## config.mk

```make
export PLATFORM = sky130hd
export DESIGN_NAME = decode_issue_ctrl_flat
export DESIGN_NICKNAME = d
export VERILOG_FILES = /design/src/rtl/decode_issue_ctrl_if.sv /design/src/rtl/decode_issue_ctrl.sv /design/src/flat_wrapper.sv
export SDC_FILE = /design/constraint.sdc
export NUM_CORES = 1
export LEC_CHECK = 0
export ABC_AREA = 1
export CORE_MARGIN = 4
export CORE_UTILIZATION = 56
export CTS_CLUSTER_DIAMETER = 200
export DETAILED_ROUTE_END_ITERATION = 12
export GPL_TIMING_DRIVEN = 0
export PLACE_DENSITY = 0.91
export SLEW_MARGIN = 20
export SYNTH_ARGS = -nofsm -noshare
export SYNTH_HDL_FRONTEND = slang
export SYNTH_SLANG_ARGS = --single-unit
```

## constraint.sdc

```tcl
create_clock -name i_clk -period 6.1 [get_ports i_clk]
set_input_delay 1.22 -clock i_clk [delete_from_list [all_inputs] [get_ports i_clk]]
set_output_delay 1.22 -clock i_clk [all_outputs]
set_load 0.01 [all_outputs]
```

## src/rtl/decode_issue_ctrl_if.sv

```systemverilog
// decode_issue_ctrl_if: fetch-side, execute-side and writeback signals of the
// decode/issue controller, bundled as one port.
// Modport slave is the controller's view. Modport master is the view of the
// surrounding pipeline (fetch, execute and writeback).
interface decode_issue_ctrl_if #(
  parameter int XLEN        = 32,
  parameter int STALL_CNT_W = 16
);
  logic                   i_valid;
  logic                   o_ready;
  logic [XLEN-1:0]        i_instruction;
  logic                   o_valid;
  logic                   i_ready;
  logic [XLEN-1:0]        o_instruction;
  logic                   i_flush;
  logic                   i_wb_valid;
  logic [4:0]             i_wb_rd;
  logic [31:0]            o_pending;
  logic [STALL_CNT_W-1:0] o_stall_cnt;

  modport slave (
    input  i_valid, i_instruction, i_ready, i_flush, i_wb_valid, i_wb_rd,
    output o_ready, o_valid, o_instruction, o_pending, o_stall_cnt
  );

  modport master (
    output i_valid, i_instruction, i_ready, i_flush, i_wb_valid, i_wb_rd,
    input  o_ready, o_valid, o_instruction, o_pending, o_stall_cnt
  );
endinterface

```

## src/rtl/decode_issue_ctrl.sv

```systemverilog
// decode_issue_ctrl: holds one decoded instruction between fetch and execute.
// A 32-entry scoreboard tracks outstanding register writes. Fetch is stalled
// on RAW/WAW hazards until writeback clears them. A branch flush kills the
// held instruction. Hazard-stall cycles are counted with a saturating counter.
// Optional feature macro: DECODE_WB_BYPASS_EN. When it is defined, a
// writeback in the current cycle unblocks a dependent instruction in that
// same cycle.
module decode_issue_ctrl #(
  parameter int XLEN        = 32,
  parameter int STALL_CNT_W = 16
) (
  input logic               i_clk,
  input logic               i_rst,
  decode_issue_ctrl_if.slave bus
);

  // Operand usage class derived from the RV32I major opcode.
  typedef enum logic [2:0] {
    CLS_NONE,   // no sources, no destination (also any non-32-bit encoding)
    CLS_U,      // LUI / AUIPC / JAL: destination only
    CLS_I,      // JALR / load / ALU-imm: rs1 and destination
    CLS_S,      // branch / store: rs1 and rs2, no destination
    CLS_R       // ALU-reg: rs1, rs2 and destination
  } op_cls_e;

  function automatic op_cls_e classify(input logic [XLEN-1:0] ins);
    op_cls_e c;
    c = CLS_NONE;
    if (ins[1:0] == 2'b11) begin
      unique case (ins[6:2])
        5'b01101, 5'b00101, 5'b11011: c = CLS_U;
        5'b11001, 5'b00000, 5'b00100: c = CLS_I;
        5'b11000, 5'b01000:           c = CLS_S;
        5'b01100:                     c = CLS_R;
        default:                      c = CLS_NONE;
      endcase
    end
    return c;
  endfunction

  logic                   valid_q;
  logic [XLEN-1:0]        instr_q;
  logic [31:0]            pending_q;
  logic [STALL_CNT_W-1:0] stall_cnt_q;

  op_cls_e     in_cls;
  op_cls_e     held_cls;
  logic [4:0]  in_rs1;
  logic [4:0]  in_rs2;
  logic [4:0]  in_rd;
  logic [4:0]  held_rd;
  logic        in_use_rs1;
  logic        in_use_rs2;
  logic        in_writes;
  logic        held_writes;
  logic        issue;
  logic        accept;
  logic        hazard;
  logic        ready;
  logic [31:0] issue_set;
  logic [31:0] wb_clr;
  logic [31:0] pend_view;

  // x0 is excluded up front, so it can never cause a hazard or be marked pending.
  assign in_cls      = classify(bus.i_instruction);
  assign held_cls    = classify(instr_q);
  assign in_rs1      = bus.i_instruction[19:15];
  assign in_rs2      = bus.i_instruction[24:20];
  assign in_rd       = bus.i_instruction[11:7];
  assign held_rd     = instr_q[11:7];
  assign in_use_rs1  = (in_cls inside {CLS_I, CLS_S, CLS_R}) && (in_rs1 != 5'd0);
  assign in_use_rs2  = (in_cls inside {CLS_S, CLS_R}) && (in_rs2 != 5'd0);
  assign in_writes   = (in_cls inside {CLS_U, CLS_I, CLS_R}) && (in_rd != 5'd0);
  assign held_writes = (held_cls inside {CLS_U, CLS_I, CLS_R}) && (held_rd != 5'd0);

  assign issue     = valid_q && bus.i_ready && !bus.i_flush;
  assign issue_set = (issue && held_writes) ? (32'd1 << held_rd) : 32'd0;
  assign wb_clr    = (bus.i_wb_valid && bus.i_wb_rd != 5'd0) ? (32'd1 << bus.i_wb_rd) : 32'd0;

`ifdef DECODE_WB_BYPASS_EN
  // A retiring write unblocks dependents now, unless the held instruction
  // re-marks that same register in this cycle.
  assign pend_view = pending_q & ~(wb_clr & ~issue_set);
`else
  assign pend_view = pending_q;
`endif

  // Hazard check: scoreboard hits on used operands, plus a conservative
  // match against the destination of the instruction currently held.
  always_comb begin
    // NOTE: default first so every path assigns hazard and no latch is inferred.
    hazard = 1'b0;
    if (in_use_rs1 && pend_view[in_rs1]) hazard = 1'b1;
    if (in_use_rs2 && pend_view[in_rs2]) hazard = 1'b1;
    if (in_writes  && pend_view[in_rd])  hazard = 1'b1;
    if (valid_q && held_writes) begin
      if ((in_use_rs1 && in_rs1 == held_rd) ||
          (in_use_rs2 && in_rs2 == held_rd) ||
          (in_writes  && in_rd  == held_rd)) begin
        hazard = 1'b1;
      end
    end
  end

  assign ready  = !i_rst && !bus.i_flush && !hazard && (!valid_q || bus.i_ready);
  assign accept = bus.i_valid && ready;

  // Output register, scoreboard and stall counter.
  always_ff @(posedge i_clk or posedge i_rst) begin
    // NOTE: non-blocking assignments, so every register samples pre-edge values.
    if (i_rst) begin
      valid_q     <= 1'b0;
      instr_q     <= '0;
      pending_q   <= '0;
      stall_cnt_q <= '0;
    end else begin
      if (bus.i_flush) begin
        valid_q <= 1'b0;
      end else if (accept) begin
        valid_q <= 1'b1;
        instr_q <= bus.i_instruction;
      end else if (issue) begin
        valid_q <= 1'b0;
      end
      // Clear is applied before set, so a set wins on a collision.
      pending_q <= (pending_q & ~wb_clr) | issue_set;
      if (bus.i_valid && hazard && !bus.i_flush && stall_cnt_q != '1) begin
        stall_cnt_q <= stall_cnt_q + STALL_CNT_W'(1);
      end
    end
  end

  assign bus.o_ready       = ready;
  assign bus.o_valid       = valid_q;
  assign bus.o_instruction = instr_q;
  assign bus.o_pending     = pending_q;
  assign bus.o_stall_cnt   = stall_cnt_q;

endmodule

```

## src/flat_wrapper.sv

```systemverilog
// flat-port wrapper written by rule: the top's interface ports become plain ports
module decode_issue_ctrl_flat 
#(
  parameter int XLEN        = 32,
  parameter int STALL_CNT_W = 16
)
  (i_clk, i_rst, bus_i_valid, bus_i_instruction, bus_i_ready, bus_i_flush, bus_i_wb_valid, bus_i_wb_rd, bus_o_ready, bus_o_valid, bus_o_instruction, bus_o_pending, bus_o_stall_cnt);
  decode_issue_ctrl_if #(.XLEN(XLEN), .STALL_CNT_W(STALL_CNT_W)) bus_i ();
  input logic i_clk;
  input logic i_rst;
  input wire logic [$bits(bus_i.i_valid)-1:0] bus_i_valid;
  input wire logic [$bits(bus_i.i_instruction)-1:0] bus_i_instruction;
  input wire logic [$bits(bus_i.i_ready)-1:0] bus_i_ready;
  input wire logic [$bits(bus_i.i_flush)-1:0] bus_i_flush;
  input wire logic [$bits(bus_i.i_wb_valid)-1:0] bus_i_wb_valid;
  input wire logic [$bits(bus_i.i_wb_rd)-1:0] bus_i_wb_rd;
  output wire logic [$bits(bus_i.o_ready)-1:0] bus_o_ready;
  output wire logic [$bits(bus_i.o_valid)-1:0] bus_o_valid;
  output wire logic [$bits(bus_i.o_instruction)-1:0] bus_o_instruction;
  output wire logic [$bits(bus_i.o_pending)-1:0] bus_o_pending;
  output wire logic [$bits(bus_i.o_stall_cnt)-1:0] bus_o_stall_cnt;
  assign bus_i.i_valid = bus_i_valid;
  assign bus_i.i_instruction = bus_i_instruction;
  assign bus_i.i_ready = bus_i_ready;
  assign bus_i.i_flush = bus_i_flush;
  assign bus_i.i_wb_valid = bus_i_wb_valid;
  assign bus_i.i_wb_rd = bus_i_wb_rd;
  assign bus_o_ready = bus_i.o_ready;
  assign bus_o_valid = bus_i.o_valid;
  assign bus_o_instruction = bus_i.o_instruction;
  assign bus_o_pending = bus_i.o_pending;
  assign bus_o_stall_cnt = bus_i.o_stall_cnt;
  decode_issue_ctrl #(.XLEN(XLEN), .STALL_CNT_W(STALL_CNT_W)) u_core (.i_clk(i_clk), .i_rst(i_rst), .bus(bus_i));
endmodule
```

# Word level (Yosys, flattened, before mapping)
# Memories as Yosys holds them, arrays and structs flattened.
# Index checks and enable logic that the tools add are counted.
[word_totals]
mem_bits_rw = 0
register_bits = 81
mem_count = 2
output_inout_bits = 82
latchBits = 0
rom_bits = 192
in_bits = 43
word_cells = 87
[mem_list]
columns = ["memory", "words", "word_bits", "read_ports", "rd_ports_with_merged_regs", "wr", "line", "rtl"]
rows = [
  ["(no name shown)", 32, 3, 1, 0, 0, "decode_issue_ctrl.sv:30", "unique case (ins[6:2])"],
  ["(no name shown)", 32, 3, 1, 0, 0, "decode_issue_ctrl.sv:30", ""],
]
[classes]
bitwise = 4
muxes = 18
n_shift = 2
n_eq_ne = 13
n_mul = 0
n_addsub = 1
div = 0
magnitude_cmp = 3
n_reduce_logical = 40
[op_table]
columns = ["cell", "count"]
rows = [
  ["$mux 32", 2],
  ["$shl 1x5->32 const A", 2],
  ["$and 32x32->32", 1],
  ["$not 32->32", 1],
  ["$or 32x32->32", 1],
  ["$reduce_bool 5->1", 5],
  ["$logic_and 1x1->1", 22],
  ["$lt 5x6->1 const B", 3],
  ["$add 16x1->16 const B", 1],
  ["$ne 16x16->1 const B", 1],
  ["$bmux 1 s5", 3],
  ["$eq 5x5->1", 3],
  ["$reduce_bool 3->1", 4],
  ["$mux 1", 11],
  ["$eq 3x2->1 const B", 3],
  ["$eq 3x1->1 const B", 2],
  ["$eq 3x3->1 const B", 2],
  ["$mux 3", 2],
  ["$eq 2x2->1 const B", 2],
  ["$logic_not 1->1", 4],
  ["$logic_or 1x1->1", 3],
  ["$reduce_and 2->1", 1],
  ["$reduce_bool 2->1", 1],
  ["$not 1->1", 1],
]

# Longest topological paths before layout
[depth]
ltp_word = 17
ltp_mapped = 19
depth_no_buf = 18

# Worst setup path after synthesis
# Ideal clock, no wire load.
[synth_timing]
kind = "input-to-output"
from = "input bus_i_instruction[2]"
to = "output bus_o_ready"
stages = 13
setup_slack_ps = 2314
t_required_ps = 4880
arrival_ps = 2566
path_buffers = 0
path_cell_list = "inv_1 > ha_1 > nand2_1 > inv_2 > nor2_4 > nand2_1 > nor2_2 > nand3_1 > nand2_1 > nand3b_4 > nand2_4 > nor2_8 > and3_1"
[synth_via]
elab_chain_cells = 14
elab_cells_between_ends = 28
classes_between = "4 x eq/ne; 6 x mux; 17 x reduce/logical; 1 x memory"
[synth_lines]
columns = ["element", "line", "rtl"]
rows = [
  ["from (decl)", "flat_wrapper.sv:12", "input wire logic [$bits(bus_i.i_instruction)-1:0] bus_i_instruction;"],
  ["$mem_v2 32x3 (*)", "-", ""],
  ["$mux 3 (*)", "decode_issue_ctrl.sv:29", "if (ins[1:0] == 2'b11) begin"],
  ["$eq 3x2->1 (tied with other cells)", "decode_issue_ctrl.sv:71, decode_issue_ctrl.sv:73", ""],
  ["$reduce_bool 3->1", "decode_issue_ctrl.sv:71", "assign in_use_rs1 = (in_cls inside {CLS_I, CLS_S, CLS_R}) && (in_rs1 != 5'd0);"],
  ["$logic_and 1x1->1", "decode_issue_ctrl.sv:71", ""],
  ["$logic_and 1x1->1", "decode_issue_ctrl.sv:93", "if (in_use_rs1 && pend_view[in_rs1]) hazard = 1'b1;"],
  ["$mux 1", "decode_issue_ctrl.sv:93", ""],
  ["$mux 1", "decode_issue_ctrl.sv:94", "if (in_use_rs2 && pend_view[in_rs2]) hazard = 1'b1;"],
  ["$mux 1", "decode_issue_ctrl.sv:95", "if (in_writes && pend_view[in_rd]) hazard = 1'b1;"],
  ["$mux 1", "decode_issue_ctrl.sv:97", "if ((in_use_rs1 && in_rs1 == held_rd) ||"],
  ["$mux 1 (*)", "decode_issue_ctrl.sv:96", "if (valid_q && held_writes) begin"],
  ["$logic_not 1->1 (*)", "decode_issue_ctrl.sv:105", "assign ready = !i_rst && !bus.i_flush && !hazard && (!valid_q || bus.i_ready);"],
  ["$logic_and 1x1->1 (*) (2 in a row)", "decode_issue_ctrl.sv:105", ""],
  ["to (decl)", "flat_wrapper.sv:17", "output wire logic [$bits(bus_i.o_ready)-1:0] bus_o_ready;"],
]
# Mark *: on every way between the ends. The rest lies on a longest branch, timed or not.

# Worst setup path in the final report
# Ends and elaborated chain as after synthesis.

==> reports/qor.txt <==
Synth Register Bits = 81
gr ovfl total = 0
final hold vios = 0
Synth Cell Area = 0.00561 sq mm
layout cells sized above 1 = 10.5%
vias in the first global route = 5732
Synth-to-Final Area Change = 29.1%
post_cts resized = 0
Top cell by count, worst path = nand2_1
root buffer cell = clkbuf_8
I/O Buffers = 120
Worst path slowest cell = clkdlybuf4s50_1
largest net degree at the start of global routing = 60
kind of critical path = primary input to primary output
Fillers = 745
worst slew pin tran = 683 ps
Max stage delay on crit path = 560 ps
DRT iter0 DRCs = 596
first-pass GRT wire length = 28700 um
crit-path cells = clkdlybuf4s50_1, inv_1, ha_1, nand2_1, inv_2, nor2_4, nand2_1, nor2_2, nand3_1, nand2_1, nand3b_4, nand2_4, nor2_8, and3_1, clkdlybuf4s50_1
CTS buffer count = 9
Max IR drop VDD = 0.201 mV
total power per unit cell area = 224 mW/mm^2
Period Utilization, post-route = 82.0%
DP Area = 0.00701 sq mm
Crit. End Element = primary output
unrepaired setup endpoints after global routing = no
clock latency on the worst-skew pair = 360 ps
buffers plus inverters on the worst setup path = 4
final setup TNS = 0 ps
Cell Count, Final, Fillers Out = 1035
max_slew headroom = 54.4%
Crit path depth = 15
via count = 6111
most common cell after layout, fill and taps aside = nand2_1
Ant. Diodes = 0
clk sinks = 81
outcome = finished, final reports clean
Final Skew = 15.6 ps
Worst Hold Path Cells = 2
die area = 0.0117 sq mm
GPL Wtd Cong = 0.943
Antenna Nets Post-Route = 0
Mapped Cells = 765
DP HPWL = 13400 um
r2r startpoint = u_core.bus.o_instruction[3]
clk slew on worst S/H paths = 90 ps
router iterations before antenna repair = 7
Design Area, Final = 0.00725 sq mm
Setup crit start = bus_i_instruction[2]
Final Max Tran Viols = 0
max-cap check violation count = 0
Die Wd = 108 um
clock period minus worst slack = 5000 ps
Initial Util = 57.4%
height of the die = 108 um
Hold-fix buffers, CTS = 0
Core ar. = 0.00977 sq mm
# rows = 36
Mapped Nets = 813
min-delay worst type = register to register
pre-CTS WS = 1130 ps
Seq/Total Area, Yosys = 36.1%
Final setup viols = 0
Ports = 125
GR Util All Layers = 31.2%
routed len/inst = 17.6 um
CTS tree = done
Max clock buf depth = 2
antenna violations before repair = 0
Final WS setup = 1100 ps
layout net count = 945
DRC = 0
critical path startpoint category = primary input
Final Power = 1620 uW
Max Clk Rate = 200 MHz
H-tree depth = 3
crit-path leading delay family = buffers and inverters
Hold Path Origin = u_core.bus.o_instruction[12]
Via density = 5.90
Distinct cells, synth = 39
commonest non-fill, non-tap cells in the layout = nand2_1, clkdlybuf4s50_1, nand3_1, dfrtp_1, nand4_1
cells on worst reg2reg path = 8
Yosys Warn Count = 0
DP Cell Count = 1019
Worst EP arrival = 3780 ps
CP required = 4880 ps
Leak = 0.00323 uW
synthesized area per cell = 7.34 sq um
Crit Path Max Fanout = 4
Post-CTS Setup Inserts = 0
drt total wl = 18200 um
stage by stage:
| step | utilization (%) | hold WS, ps |
|---|---|---|
| after global routing | 74.2 | 504 |
| after floorplan | - | 513 |
| after detailed placement | 71.7 | 465 |
| after global placement | 71.4 | 461 |
| final | 74.2 | 490 |
| after CTS | 74.2 | 488 |
cell type report:
class	count	area, sq um	area share [%]
well taps	133	166	2.30
clock inverters	5	85.1	1.17
multi-input cells	584	3060	42.2
flip-flops and latches	81	2030	28.0
clock buffers	11	151	2.09
repair buffers	121	1230	17.0
plain buffers	45	323	4.45
inverters	55	209	2.88
worst register-to-register path, cell delays in order (launching register included):
cell and delay, ps:
dfrtp_1 440, inv_1 90, ha_1 310, a21boi_0 210, o21ai_0 180, a211oi_2 440, nand3_1 240, clkbuf_1 330
o31ai_1 300
metal layers:
layer | vias up | share of wire, % | GRT usage (%) | wire length (um)
met5 | - | 0 | 0 | 0
met4 | 0 | 3.5 | 13.2 | 642
met3 | 74 | 11 | 7.22 | 1960
met2 | 385 | 48 | 49.9 | 8640
met1 | 2791 | 38 | 40.9 | 6930
li1 | 2861 | - | - | -
cell usage after synthesis, drive strengths merged:
cell type | number | area (sq um)
o31ai | 33 | 248
nor3 | 14 | 80.1
nand3 | 120 | 626
buf | 32 | 274
and3 | 1 | 6.26
nor2 | 23 | 128
inv | 53 | 199
dfrtp | 81 | 2030
clkinv | 2 | 7.51
nand2 | 261 | 1030
o21ai | 39 | 210
a21boi | 1 | 7.51
a21oi | 1 | 5.00
a211oi | 2 | 25.0
clkbuf | 13 | 48.8
o21bai | 1 | 7.51
o311a | 1 | 10.0
nand4 | 50 | 328
nand3b | 3 | 35.0
ha | 5 | 62.6
nor4 | 3 | 25.0
xnor2 | 14 | 123
xor2 | 11 | 96.3
a31oi | 1 | 6.26
report_power, final:
part	internal (uW)	leakage (uW)	switching, uW
sequential	593	0.00108	60.4
clock	256	0.000117	216
combinational	224	0.00204	273
final timing paths:
path | slack, ps | end
max in group asynchronous | 4300 | u_core.bus.o_instruction[7]
min reg2reg | 490 | u_core.bus.o_instruction[12]
max reg2reg | 3470 | u_core.bus.o_pending[3]
min in group asynchronous | 1200 | u_core.bus.o_instruction[29]
min | 490 | u_core.bus.o_instruction[12]
max | 1100 | bus_o_ready
registers in the layout (all words and copies together) (netlist names):
register,count
u_core.bus.o_valid,1
u_core.bus.o_stall_cnt,16
u_core.bus.o_pending,32
u_core.bus.o_instruction,32
cells by family (layout without fill, tap and decap cells):
logic type / count (synthesis) / after routing / synth area share (%)
AND/OR/NAND/NOR: 475 / 475 / 40.2
AO/OA/AOI/OAI: 79 / 79 / 9.25
buffers and inverters: 100 / 237 / 9.43
XOR/XNOR: 25 / 25 / 3.90
adder cells (fa/ha/maj): 5 / 5 / 1.11
flip-flops: 81 / 81 / 36.1
Note: power is estimated with default switching activity, not from simulation.
==> variant 1, RTL diff (same settings) <==
Build with the macro `DECODE_WB_BYPASS_EN` defined.
--- a/src/rtl/decode_issue_ctrl.sv
+++ b/src/rtl/decode_issue_ctrl.sv
@@ -6,4 +6,6 @@
 // writeback in the current cycle unblocks a dependent instruction in that
 // same cycle.
+`define DECODE_WB_BYPASS_EN
+
 module decode_issue_ctrl #(
   parameter int XLEN        = 32,
Behaviour: not the same (a bounded check fails within 4 cycles, from zero or initial values and one cycle with i_rst high).
==> variant 1 against the unedited design <==
  * Total power down 3.0%
  * Count of clock-buffer cells in the layout down 2
  * Worst hold slack worse by 0.016 ns
  * Wire length up 15%
  * Critical path depth up 1
  * Worst setup slack worse by 0.60 ns
  * Sequential cell count unchanged
  * Design area up 3.0%
  * Register-to-register slack worse by 0.70 ns
  * Synthesized area up 5.1%
  * Clock skew up 0.00061 ns
  * Largest cell class unchanged
==> variant 1: results (changes against the unedited design) <==
outcome=finished, final reports clean (unchanged); initial DRC count=819 (was 596); share of cells above drive strength 1=0.06169 (was 0.1053); Worst Clk Skew=0.01625 ns (was 0.01564 ns); Synth Area in Compound Gates=0.03497 (was 0.09249); Clock transition at path regs=0.09 ns (about the same); vias per cell=6.134 (was 5.904); # nets final=1048 (was 945); Slew headroom=0.3236 (was 0.5435); pre-CTS setup slack=0.6876 ns (was 1.131 ns); initial antenna violation count=0 (unchanged); Peak VDD IR=0.1521 mV (was 0.2009 mV); GRT Overall Usage=0.3342 (was 0.3122); PortBufs=116 (was 120); PostCTS Resize Cnt=0 (unchanged); Worst Path Arrival=4.38 ns (was 3.78 ns); leakage power=3.432 nW (was 3.234 nW); largest family of logic cells by synthesized area=simple AND/OR/NAND/NOR gates (unchanged); Core Region=0.01028 sq mm (was 0.009774 sq mm); Most used DFF post-synth=dfrtp_1 (unchanged); library cells used by synthesis=37 (was 39); final WL=20.85 mm (was 18.18 mm); largest cells by area after synthesis=dfrtp_1, nand3_1, nand2_1, nand4_1, nor2_1 (was dfrtp_1, nand2_1, nand3_1, nand4_1, o31ai_1); multiplexer share of the synthesized area=0 (unchanged); placer congestion estimate=1.082 (was 0.9425); first-pass GRT wire length=33.06 mm (was 28.75 mm); area of placed instances=0.007264 sq mm (was 0.007012 sq mm); Yosys warning total=0 (unchanged); Synth Area in Adders=0.01060 (was 0.01114); clk buf depth=2 (unchanged); number of global-route vias before repair=6475 (was 5732); buffer count from post-CTS setup fixing=0 (unchanged); largest net degree at the start of global routing=47 (was 60); FILL cells=906 (was 745); number of buffers created by CTS=9 (unchanged); Synth top cells by count=nand2_1, nand3_1, nand4_1, dfrtp_1, nor2_1 (was nand2_1, nand3_1, dfrtp_1, nand4_1, inv_1); syn nets=920 (was 813); HPWL after detailed placement=15.53 mm (was 13.37 mm); H-tree depth=3 (unchanged); register area share after synthesis=0.3434 (was 0.3610); worst skew pair latency=0.38 ns (was 0.36 ns); Antenna diodes=0 (unchanged); drt pass-1 iters=6 (was 7); XOR/XNOR Fraction of Synth Area=0.03116 (was 0.03900); hold crit path type=reg -> reg (unchanged); critical-path maximum fanout=10 (was 4); root buffer cell=clkbuf_8 (unchanged); FFs w/ async S/R, synth=1.000 (unchanged)
-- variant 1: cell families (layout without fill, tap and decap cells) --
kind of cell / Yosys count / count (layout)
compound gates: 35 / 35
xor+xnor: 21 / 21
fa+ha+maj: 5 / 5
buf+inv: 112 / 245
flops: 81 / 81
simple gates: 618 / 618
-- variant 1: final timing paths --
path	from	endpoint	slack (ns)	depth (start not counted)
worst min-delay path	u_core.bus.o_instruction[12]	u_core.bus.o_instruction[12]	0.47	2
worst max-delay path	bus_i_ready	bus_o_ready	0.50	16
min in group asynchronous	i_rst	u_core.bus.o_instruction[31]	1.27	2
worst min register to register	u_core.bus.o_instruction[12]	u_core.bus.o_instruction[12]	0.47	2
max in group asynchronous	i_rst	u_core.bus.o_pending[19]	4.25	3
worst max register to register	u_core.bus.o_instruction[3]	u_core.bus.o_stall_cnt[9]	2.77	24
-- variant 1: per-stage QoR --
stage | util | cells | power [W]
CTS | 0.7261 | 1141 | 0.001561
finish | 0.7261 | 1141 | 0.001574
detailed placement | 0.7068 | 1125 | 0.001154
floorplan | - | 872 | 0.0009227
global route | 0.7261 | 1141 | 0.001650
global placement | 0.7039 | 1124 | 0.001145
-- variant 1: critical path: stages --
cell	delay, ns
clkdlybuf4s50_1	0.45
inv_1	0.06
nor2_1	0.35
clkbuf_1	0.43
nand4_1	0.28
nand2_1	0.18
nand3_1	0.08
nand3_1	0.13
nand3_1	0.09
nand3_1	0.16
nand2_1	0.08
nand2_1	0.06
nand3_1	0.08
nand2_2	0.15
nor3b_1	0.08
clkdlybuf4s50_1	0.50
-- variant 1: report_power, final --
part | leakage [nW] | switching [W] | internal [W]
sequential | 1.08 | 0.0000510 | 0.000589
combinational | 2.25 | 0.000311 | 0.000207
clock | 0.100 | 0.000223 | 0.000192
total | 3.43 | 0.000585 | 0.000988
-- variant 1: layout make-up --
type	instances	area, sq um	share of cell area
clock buffer	9	123.9	0.01660
timing repair buffer	117	1189	0.1593
tap	136	170.2	0.02280
sequential	81	2027	0.2716
clock inverter	7	73.82	0.009893
buffer	53	286.5	0.03840
multi-input combinational	679	3366	0.4510
inverter	59	226.5	0.03035
-- variant 1: routing by layer --
layer	track usage	part of all wire	vias to the layer above
li1	-	-	3242
met1	0.4564	0.40	3210
met2	0.4943	0.42	467
met3	0.09934	0.13	80
met4	0.1404	0.044	0
met5	0	0	-
==> variant 2, RTL diff (same flow settings) <==
Made on the original files. Make the reset (`i_rst`) synchronous in one clocked block.
--- a/src/rtl/decode_issue_ctrl.sv
+++ b/src/rtl/decode_issue_ctrl.sv
@@ -107,5 +107,5 @@
 
   // Output register, scoreboard and stall counter.
-  always_ff @(posedge i_clk or posedge i_rst) begin
+  always_ff @(posedge i_clk) begin
     // NOTE: non-blocking assignments, so every register samples pre-edge values.
     if (i_rst) begin
Function: differs if i_rst is asserted again (counterexample within 4 cycles, from zero or initial values and one cycle with i_rst high); with i_rst held inactive, the same outputs for 4 cycles.
==> variant 2 against the unedited design <==
  * Worst setup slack got worse by 0.044 ns
  * Critical path depth up 2
  * Wire length decreased by 5.5%
  * Clock skew increased by 0.0012 ns
  * Design area down 6.7%
  * Critical path type unchanged
  * Sequential cell count up 3
  * Synthesized area decreased by 6.4%
Power is not compared: it rests on default switching activity, and its combinational part moved more than twofold at a synthesized area within 25%.
==> variant 2: results (changes against the unedited design) <==
Worst Clk Skew=0.01684 ns (was 0.01564 ns); Most used DFF post-synth=dfxtp_1 (was dfrtp_1); number of synthesized flops with an enable pin=0 (unchanged); worst slew pin tran=0.6186 ns (was 0.6834 ns); Final Instance Count excl. Fillers=1083 (was 1035); syn nets=888 (was 813); area of placed instances=0.006555 sq mm (was 0.007012 sq mm); Avg WL per Cell=15.85 um (was 17.56 um); largest cells by area after synthesis=dfxtp_1, nand2_1, nand3_1, a21oi_1, o21ai_0 (was dfrtp_1, nand2_1, nand3_1, nand4_1, o31ai_1); Worst Path Arrival=3.82 ns (was 3.78 ns); leakage power=2.560 nW; critical-path maximum fanout=5 (was 4); pre-CTS setup slack=1.053 ns (was 1.131 ns); Cells after Synth=840 (was 765); number of buffers created by CTS=9 (unchanged); P_int=0.0008513 W; share of cells above drive strength 1=0.07819 (was 0.1053); drt pass-1 iters=7 (unchanged); Synth Area in Adders=0.01190 (was 0.01114); # nets final=1015 (was 945); outcome=finished, final reports clean (unchanged); hold crit path type=reg -> reg (unchanged); number of global-route vias before repair=5832 (was 5732); H-tree depth=3 (unchanged); sequential cell power=0.000567 W; multiplexer share of the synthesized area=0 (unchanged); Synth Area in Compound Gates=0.1369 (was 0.09249); library cells used by synthesis=36 (was 39); Clock power frac=0.352; GRT Overall Usage=0.3121 (was 0.3122); worst skew pair latency=0.36 ns (about the same); vias per cell=5.775 (was 5.904); HPWL after detailed placement=13.08 mm (was 13.37 mm); XOR/XNOR Fraction of Synth Area=0.02833 (was 0.03900); dpl cells=1067 (was 1019); Clk. pwr=0.000424 W; FFs w/ async S/R, synth=0 (was 1.000); Clock transition at path regs=0.08 ns; FMAX=0.1982 GHz (was 0.2000 GHz); Antenna diodes=0 (unchanged); Synth top cells by count=nand2_1, nand3_1, dfxtp_1, a21oi_1, inv_1 (was nand2_1, nand3_1, dfrtp_1, nand4_1, inv_1); initial antenna violation count=0 (unchanged); largest net degree at the start of global routing=16 (was 60); register area share after synthesis=0.3200 (was 0.3610); PortBufs=116 (was 120); placer congestion estimate=0.9890 (was 0.9425); root buffer cell=clkbuf_8 (unchanged); initial DRC count=639 (was 596); buffer count from post-CTS setup fixing=0 (unchanged); first-pass GRT wire length=28.10 mm (was 28.75 mm)
==> variant 2: cell types whose count changed in the layout (fill, tap and decap cells not counted), sizes merged, moves of 33 or more <==
cell / before / now
nand4: 50 / 10
a21oi: 1 / 76
nor2: 23 / 57
o31ai: 33 / 0
dfxtp: 0 / 84
dfrtp: 81 / 0
==> variant 2: final timing paths <==
path	startpoint	to	slack, ns	depth (start not counted)
worst max-delay path	bus_i_instruction[2]	bus_o_ready	1.06	17
worst min register to register	u_core.bus.o_instruction[30]	u_core.bus.o_instruction[30]	0.47	2
worst min-delay path	u_core.bus.o_instruction[30]	u_core.bus.o_instruction[30]	0.47	2
worst max register to register	u_core.bus.o_instruction[8]	flip-flop	3.51	20
==> variant 2: cell type report <==
class | instances | area [sq um]
Timing Repair Buffer | 116 | 1161
Clock inverter | 6 | 70.07
Tap cell | 111 | 138.9
Multi-Input combinational cell | 639 | 3038
Clock buffer | 10 | 137.6
Buffer | 40 | 241.5
Inverter | 77 | 294.0
Fill cell | 755 | 2434
Sequential cell | 84 | 1682
==> variant 2: worst max-delay path: stages <==
cell             delay (ns)
clkdlybuf4s50_1        0.53
inv_1                  0.06
ha_1                   0.30
nor2_1                 0.10
nor2_1                 0.05
nor2_1                 0.12
nand2_2                0.09
nor2_2                 0.10
nor2_1                 0.07
nand4_1                0.09
nand3_1                0.10
nand2_2                0.11
inv_2                  0.05
nor2_4                 0.16
nand2_1                0.08
inv_1                  0.07
clkdlybuf4s50_1        0.52
==> variant 2: routing by layer <==
metal / up-vias / share of wire / global-route usage
met5: - / 0 / 0
met1: 2787 / 0.40 / 0.4026
met4: 0 / 0.033 / 0.1331
met2: 404 / 0.44 / 0.4918
li1: 3005 / - / -
met3: 58 / 0.13 / 0.08338
